==> src/rtl/serial_binary_subtractor_if.sv <==
// serial_binary_subtractor_if: start/done request bus for the bit-serial subtractor
//   requester drives: start, a (minuend), b (subtrahend), bin (borrow-in)
//   subtractor drives: busy, done, diff (A-B-Bin mod 2^N), bout (borrow-out), v (signed overflow)
interface serial_binary_subtractor_if #(parameter int N = 4);
  logic         start;
  logic [N-1:0] a;
  logic [N-1:0] b;
  logic         bin;
  logic         busy;
  logic         done;
  logic [N-1:0] diff;
  logic         bout;
  logic         v;
  modport master (output start, a, b, bin, input busy, done, diff, bout, v);
  modport slave  (input start, a, b, bin, output busy, done, diff, bout, v);
endinterface

==> src/rtl/serial_binary_subtractor.sv <==
// serial_binary_subtractor: computes A-B-Bin one bit per clock, LSB first, through one full-subtractor cell
//   clk  rising-edge clock
//   rst  asynchronous active-high reset, aborts any operation
//   bus  slave side of serial_binary_subtractor_if (start/a/b/bin in; busy/done/diff/bout/v out)
module serial_binary_subtractor #(parameter int N = 4) (
  input logic                      clk,
  input logic                      rst,
  serial_binary_subtractor_if.slave bus
);
  localparam int CW = (N > 2) ? $clog2(N) : 1;
  localparam logic [CW-1:0] LAST = CW'(N - 1);
  typedef enum logic [1:0] {IDLE, SHIFT, DONE} state_t;
  state_t        state_q, state_d;
  logic [N-1:0]  a_q, a_d, b_q, b_d, res_q, res_d, diff_q, diff_d;
  logic [CW-1:0] cnt_q, cnt_d;
  logic          br_q, br_d, bout_q, bout_d, v_q, v_d, d;
  always_ff @(posedge clk or posedge rst)
    if (rst) begin
      state_q <= IDLE;
      a_q     <= '0;
      b_q     <= '0;
      res_q   <= '0;
      diff_q  <= '0;
      cnt_q   <= '0;
      br_q    <= 1'b0;
      bout_q  <= 1'b0;
      v_q     <= 1'b0;
    end else begin
      state_q <= state_d;
      a_q     <= a_d;
      b_q     <= b_d;
      res_q   <= res_d;
      diff_q  <= diff_d;
      cnt_q   <= cnt_d;
      br_q    <= br_d;
      bout_q  <= bout_d;
      v_q     <= v_d;
    end
  always_comb begin
    state_d = state_q;
    a_d     = a_q;
    b_d     = b_q;
    res_d   = res_q;
    diff_d  = diff_q;
    cnt_d   = cnt_q;
    br_d    = br_q;
    bout_d  = bout_q;
    v_d     = v_q;
    d       = a_q[0] ^ b_q[0] ^ br_q;
    case (state_q)
      IDLE:
        if (bus.start) begin
          a_d     = bus.a;
          b_d     = bus.b;
          br_d    = bus.bin;
          cnt_d   = '0;
          state_d = SHIFT;
        end
      SHIFT: begin
        br_d  = (~a_q[0] & b_q[0]) | (~(a_q[0] ^ b_q[0]) & br_q);
        res_d = {d, res_q[N-1:1]};
        a_d   = a_q >> 1;
        b_d   = b_q >> 1;
        cnt_d = cnt_q + CW'(1);
        // On the MSB step a_q[0]/b_q[0] are the operand sign bits and d is the result sign bit
        if (cnt_q == LAST) begin
          diff_d  = res_d;
          bout_d  = br_d;
          v_d     = (a_q[0] != b_q[0]) && (d != a_q[0]);
          state_d = DONE;
        end
      end
      DONE:    state_d = IDLE;
      default: state_d = IDLE;
    endcase
  end
  assign bus.busy = (state_q == SHIFT);
  assign bus.done = (state_q == DONE);
  assign bus.diff = diff_q;
  assign bus.bout = bout_q;
  assign bus.v    = v_q;
endmodule

==> src/flat_wrapper.sv <==
// flat-port wrapper written by rule: the top's interface ports become plain ports
module serial_binary_subtractor_flat 
#(parameter int N = 4)
  (clk, rst, bus_start, bus_a, bus_b, bus_bin, bus_busy, bus_done, bus_diff, bus_bout, bus_v);
  serial_binary_subtractor_if #(.N(N)) bus_i ();
  input logic clk;
  input logic rst;
  input wire logic [$bits(bus_i.start)-1:0] bus_start;
  input wire logic [$bits(bus_i.a)-1:0] bus_a;
  input wire logic [$bits(bus_i.b)-1:0] bus_b;
  input wire logic [$bits(bus_i.bin)-1:0] bus_bin;
  output wire logic [$bits(bus_i.busy)-1:0] bus_busy;
  output wire logic [$bits(bus_i.done)-1:0] bus_done;
  output wire logic [$bits(bus_i.diff)-1:0] bus_diff;
  output wire logic [$bits(bus_i.bout)-1:0] bus_bout;
  output wire logic [$bits(bus_i.v)-1:0] bus_v;
  assign bus_i.start = bus_start;
  assign bus_i.a = bus_a;
  assign bus_i.b = bus_b;
  assign bus_i.bin = bus_bin;
  assign bus_busy = bus_i.busy;
  assign bus_done = bus_i.done;
  assign bus_diff = bus_i.diff;
  assign bus_bout = bus_i.bout;
  assign bus_v = bus_i.v;
  serial_binary_subtractor #(.N(N)) u_core (.clk(clk), .rst(rst), .bus(bus_i));
endmodule
==> config.mk <==
export PLATFORM = sky130hd
export DESIGN_NAME = serial_binary_subtractor_flat
export DESIGN_NICKNAME = d
export VERILOG_FILES = /design/src/rtl/serial_binary_subtractor_if.sv /design/src/rtl/serial_binary_subtractor.sv /design/src/flat_wrapper.sv
export SDC_FILE = /design/constraint.sdc
export NUM_CORES = 1
export LEC_CHECK = 0
export ABC_AREA = 0
export BUFFER_PORTS_ARGS = -buffer_cell sky130_fd_sc_hd__buf_2
export CAP_MARGIN = 20
export CELL_PAD_IN_SITES_DETAIL_PLACEMENT = 0
export CELL_PAD_IN_SITES_GLOBAL_PLACEMENT = 1
export CORE_MARGIN = 10
export CORE_UTILIZATION = 41
export CTS_CLUSTER_DIAMETER = 80
export DETAILED_ROUTE_END_ITERATION = 8
export GPL_TIMING_DRIVEN = 0
export PLACE_DENSITY_LB_ADDON = 0.25
export SYNTH_ARGS = -nofsm -noshare
export SYNTH_HDL_FRONTEND = slang
export SYNTH_SLANG_ARGS = --single-unit
==> constraint.sdc <==
create_clock -name clk -period 1.8 [get_ports clk]
set_input_delay 0.54 -clock clk [delete_from_list [all_inputs] [get_ports clk]]
set_output_delay 0.54 -clock clk [all_outputs]
set_load 0.01 [all_outputs]
# --- Word level (Yosys, flattened, before mapping) ---
# Index checks and enable logic that the tools add are counted.
op_classes:
  n_addsub: 1
  multipliers: 0
  n_div: 0
  magnitude_cmp: 0
  eq_ne: 7
  n_shift: 0
  n_mux: 11
  bitwise: 7
  reduce_logical: 6
ops:
  columns: ["cell", "count"]
  rows:
  - ["case mux 4 bit (2 select lines)", 2]
  - ["2-to-1 mux 4 bit", 2]
  - ["case mux 2 bit (2 select lines)", 2]
  - ["2-to-1 mux 2 bit", 3]
  - ["AND reduction 2 bit", 3]
  - ["equality test 2 bit, second input constant", 2]
  - ["adder 2 x 1 -> 2 bit, second input constant", 1]
  - ["AND 1 bit", 2]
  - ["equality test 2 x 1 -> 1 bit, second input constant", 1]
  - ["logical NOT 2 bit", 1]
  - ["inequality test 1 bit", 2]
  - ["inequality test 2 x 1 -> 1 bit, second input constant", 1]
  - ["inequality test 2 bit, second input constant", 1]
  - ["NOT 1 bit", 2]
  - ["case mux 1 bit (2 select lines)", 1]
  - ["nonzero test 2 bit", 1]
  - ["bitwise XOR 1 bit", 2]
  - ["logical AND 1 bit", 1]
  - ["2-to-1 mux 1 bit", 1]
  - ["bitwise OR 1 bit", 1]
word_totals:
  reg_bits: 23
  latchBits: 0
  ram_bits: 0
  rom_bits: 0
  inputBits: 12
  word_cells: 41
  n_memories: 0

# --- Logic depth before layout (Yosys ltp) ---
logic_depth:
  depth_word: 5
  depth_mapped: 5

# --- Worst setup path before layout ---
# Ideal clock, no wire load.
synth_path:
  path_type: "input-to-reg"
  from: "in bus_start"
  to: "reg u_core.br_q"
  arrival_ns: 1.260
  t_required_ns: 1.668
  setup_slack_ns: 0.408
  stages: 4
  path_buffers: 1
  path_cell_list: "buf_2 > or4b_4 > o21ai_2 > a21oi_1"
synth_via:
  elab_chain_len: 2
synth_rtl:
  columns: ["element", "line", "source"]
  rows:
  - ["from (decl)", "flat_wrapper.sv:8", "input wire logic [$bits(bus_i.start)-1:0] bus_start;"]
  - ["inequality test 2 bit (no line)", null, null]
  - ["AND reduction 2 bit (no line)", null, null]
  - ["to (signal assigned)", "serial_binary_subtractor.sv:35", "br_q <= br_d;"]
  - ["to (decl)", "serial_binary_subtractor.sv:16", "logic br_q, br_d, bout_q, bout_d, v_q, v_d, d;"]
# Every way passes these cells.
# A chain may end at the register's enable or synchronous reset.

# --- Worst setup path after layout ---
layout_path:
  from: "reg u_core.state_q[1]"
  to: "out bus_done"
layout_via:
  elab_chain_len: 1
layout_rtl:
  columns: ["element", "line", "source"]
  rows:
  - ["from (decl)", "serial_binary_subtractor.sv:13", "state_t state_q, state_d;"]
  - ["from (signal assigned)", "serial_binary_subtractor.sv:29", "state_q <= state_d;"]
  - ["equality test 2 bit", "serial_binary_subtractor.sv:78", "assign bus.done = (state_q == DONE);"]
  - ["to (decl)", "flat_wrapper.sv:13", "output wire logic [$bits(bus_i.done)-1:0] bus_done;"]
# Every way passes these cells.

==> qor.txt <==
Status -> finished clean
Net count after synthesis -> 101
Reg power frac -> 0.433
Startpoint types -> register
Worst Max-Slew Pin Slew -> 817.9 ps
Fill cells -> 224
Slew Limit Fails -> 0
Switching power -> 0.0007894 W
Met3 usage -> 0.02899
Initial DRC count -> 31
CTS tree -> done
Flops & latches, synth -> 22
GRT busiest layer -> met2
DRT Wirelength -> 2000 microns
Wire length per cell -> 14.81 microns
Top post-synthesis cells by area -> dfrtp_1 (56%), o22ai_1 (7.7%), mux2_2 (6.9%)
Post-CTS Setup Inserts -> 0
Period minus WS final -> 1681 ps
PwrDens -> 1810 nW/um^2
Via Count -> 728
Relative slew slack -> 0.4541
Post-synth top area share -> 0.5627
Library cells used by synthesis -> 21
Core Area -> 2233 sq um
Max VDD drop -> 767.8 uV
Die Ht -> 68.85 microns
Die area -> 4740 sq um
Layout Cells excl Fill -> 135
YS warnings -> 0
First-pass GRT wire length -> 3353 microns
Crit Path Class -> reg -> out
DRT antenna net count -> 0
Routing usage on met2 -> 0.1575
Clock sink total -> 22
GR Util All Layers -> 0.09243
Clock power frac -> 0.108
Initial Utilization -> 0.4381
Vias per inst -> 5.393
Most common cell after layout, fill and taps aside -> dfrtp_1
WHS -> 376.5 ps
Final net count -> 124
Total negative setup slack -> 0 ps
Syn Inst Count -> 86
GRT met1 Usage -> 0.09819
Internal power -> 0.001265 W
Clk_lat worst skew -> 300 ps
Core Rows -> 17
P&R area growth vs syn -> 15.98%
DRC -> 0
Sw frac -> 0.3843
Num CTS Buffers -> 3
Max cap viols -> 0
P_leak -> 0.5491 nW
Critical Path AT -> 1140 ps
DIE WIDTH -> 68.85 microns
# diodes -> 0
I/O Buffers -> 18
Hold buffers post-CTS -> 0
Final setup violation count -> 0
Average size of a mapped cell -> 11.38 sq um
DR pass1 iterations -> 4
Post-synthesis sequential area ratio -> 0.5627
H-tree level count -> 1
Combinational Power Share -> 0.459
Final Hold Violating Endpoints -> 0
Tcrit/Tclk final -> 0.9341
Synthesized cell area -> 978.4 sq um
Root Driver -> clkbuf_4
Largest net degree at the start of global routing -> 23
Crit-path max FO -> 7
Post-DP HPWL -> 1486 microns
Layout cell share with drive strength beyond 1 -> 0.3364
Number of global-route vias before repair -> 798
Routability cong. -> 0.7415
Overflow after GRT -> 0
FMAX -> 594.8 MHz
Largest area contributor in the netlist -> dfrtp_1
Max clock buf depth -> 2
Most frequent cells in the layout -> dfrtp_1 (21), buf_2 (20), o22ai_1 (12), inv_1 (8), a21oi_1 (8)
I/O pins -> 20
RSZ-0062 raised after global routing -> no
Antenna violations before repair -> 0
Clk slew on worst S/H paths -> 110 ps
Final worst clock skew -> 1.235 ps
HP Class -> in -> async
Worst Path Required -> 1260 ps
Placed insts -> 132
Kind of end point of the critical path -> output port
[cell usage after synthesis, drive strengths merged]
cell type	instances
a22o	1
xor2	1
nor2	2
o31ai	2
nand2b	2
mux2	6
or4b	1
o21ai	6
a21oi	8
o22ai	12
nand3b	1
nand2	6
inv	8
buf	4
o21bai	1
fa	1
dfrtp	22
ha	2
[layer usage]
metal | vias to the layer above | part of all wire | routed length [microns]
met5 | - | 0 | 0
met4 | 0 | 0.023 | 45
met3 | 4 | 0.071 | 142
met2 | 21 | 0.49 | 989
met1 | 356 | 0.41 | 824
li1 | 347 | - | -
[worst paths after layout]
path / startpoint / to / slack (ps) / depth (start not counted)
min in group clk: bus_a[3] / u_core.a_q[3]$_DFFE_PP0P_ / 470 / 3
max in group asynchronous: rst / u_core.state_q[1]$_DFFE_PP0P_ / 870 / 2
worst max register to register: u_core.a_q[0]$_DFFE_PP0P_ / u_core.bus.v$_DFFE_PP0P_ / 330 / 4
worst min register to register: u_core.bus.v$_DFFE_PP0P_ / u_core.bus.v$_DFFE_PP0P_ / 490 / 2
worst max-delay path: u_core.state_q[1]$_DFFE_PP0P_ / bus_done / 120 / 3
worst min-delay path: rst / u_core.bus.diff[1]$_DFFE_PP0P_ / 380 / 2
[critical path, cell delays in order, from the launching register on]
cell and delay, ps:
dfrtp_2 460, inv_1 180, nor2_1 60, buf_2 140
[sequential cells by signal (all words and copies together), names as in the netlist]
name / count
u_core.state_q: 2
u_core.res_q: 3
u_core.cnt_q: 2
u_core.bus.diff: 4
u_core.a_q: 4
u_core.bus.v: 1
u_core.bus.bout: 1
u_core.b_q: 4
u_core.br_q: 1
[stage by stage]
stage	util	worst slack [ps]	area [sq um]	power, W
after floorplan	-	408.2	978.4	0.001570
after global placement	0.4941	344.7	1104	0.001795
after detailed placement	0.4941	344.4	1104	0.001848
after CTS	0.5042	30.25	1126	0.002063
after global routing	0.5081	38.94	1135	0.002255
final	0.5081	118.7	1135	0.002054
[cell type report]
class                           instances  area [sq um]  share of cell area
Sequential cell                        22         551.8              0.4862
Multi-Input combinational cell         52         376.6              0.3319
Inverter                                8         30.03             0.02646
Tap cell                               28         35.03             0.03087
Buffer                                  4         28.78             0.02536
Clock buffer                            3         22.52             0.01985
Timing Repair Buffer                   18         90.09             0.07938
[timing repair]
item,CTS,global route
gates resized for setup,0,2
hold endpoints to repair,0,0
endpoints found under the setup margin,0,1
[cell families (layout without fill, tap and decap cells)]
logic type | count (synthesis) | after routing | share of synthesized area
AND/OR/NAND/NOR | 12 | 12 | 0.06905
buffers and inverters | 12 | 33 | 0.06011
adder cells (fa/ha/maj) | 3 | 3 | 0.04603
flip-flops | 22 | 22 | 0.5627
XOR/XNOR | 1 | 1 | 0.008953
multiplexers | 6 | 6 | 0.06905
AO/OA/AOI/OAI | 30 | 30 | 0.1841
[power groups by stage]
stage | Clock (W) | Sequential, W | Combinational [W]
final | 0.000221 | 0.000890 | 0.000943
after global routing | 0.000245 | 0.000929 | 0.00108
after CTS | 0.000228 | 0.000891 | 0.000945
after detailed placement | 0 | 0.000902 | 0.000946
after global placement | 0 | 0.000888 | 0.000907
after floorplan | 0 | 0.000896 | 0.000674
(Power assumes the default switching activity.)
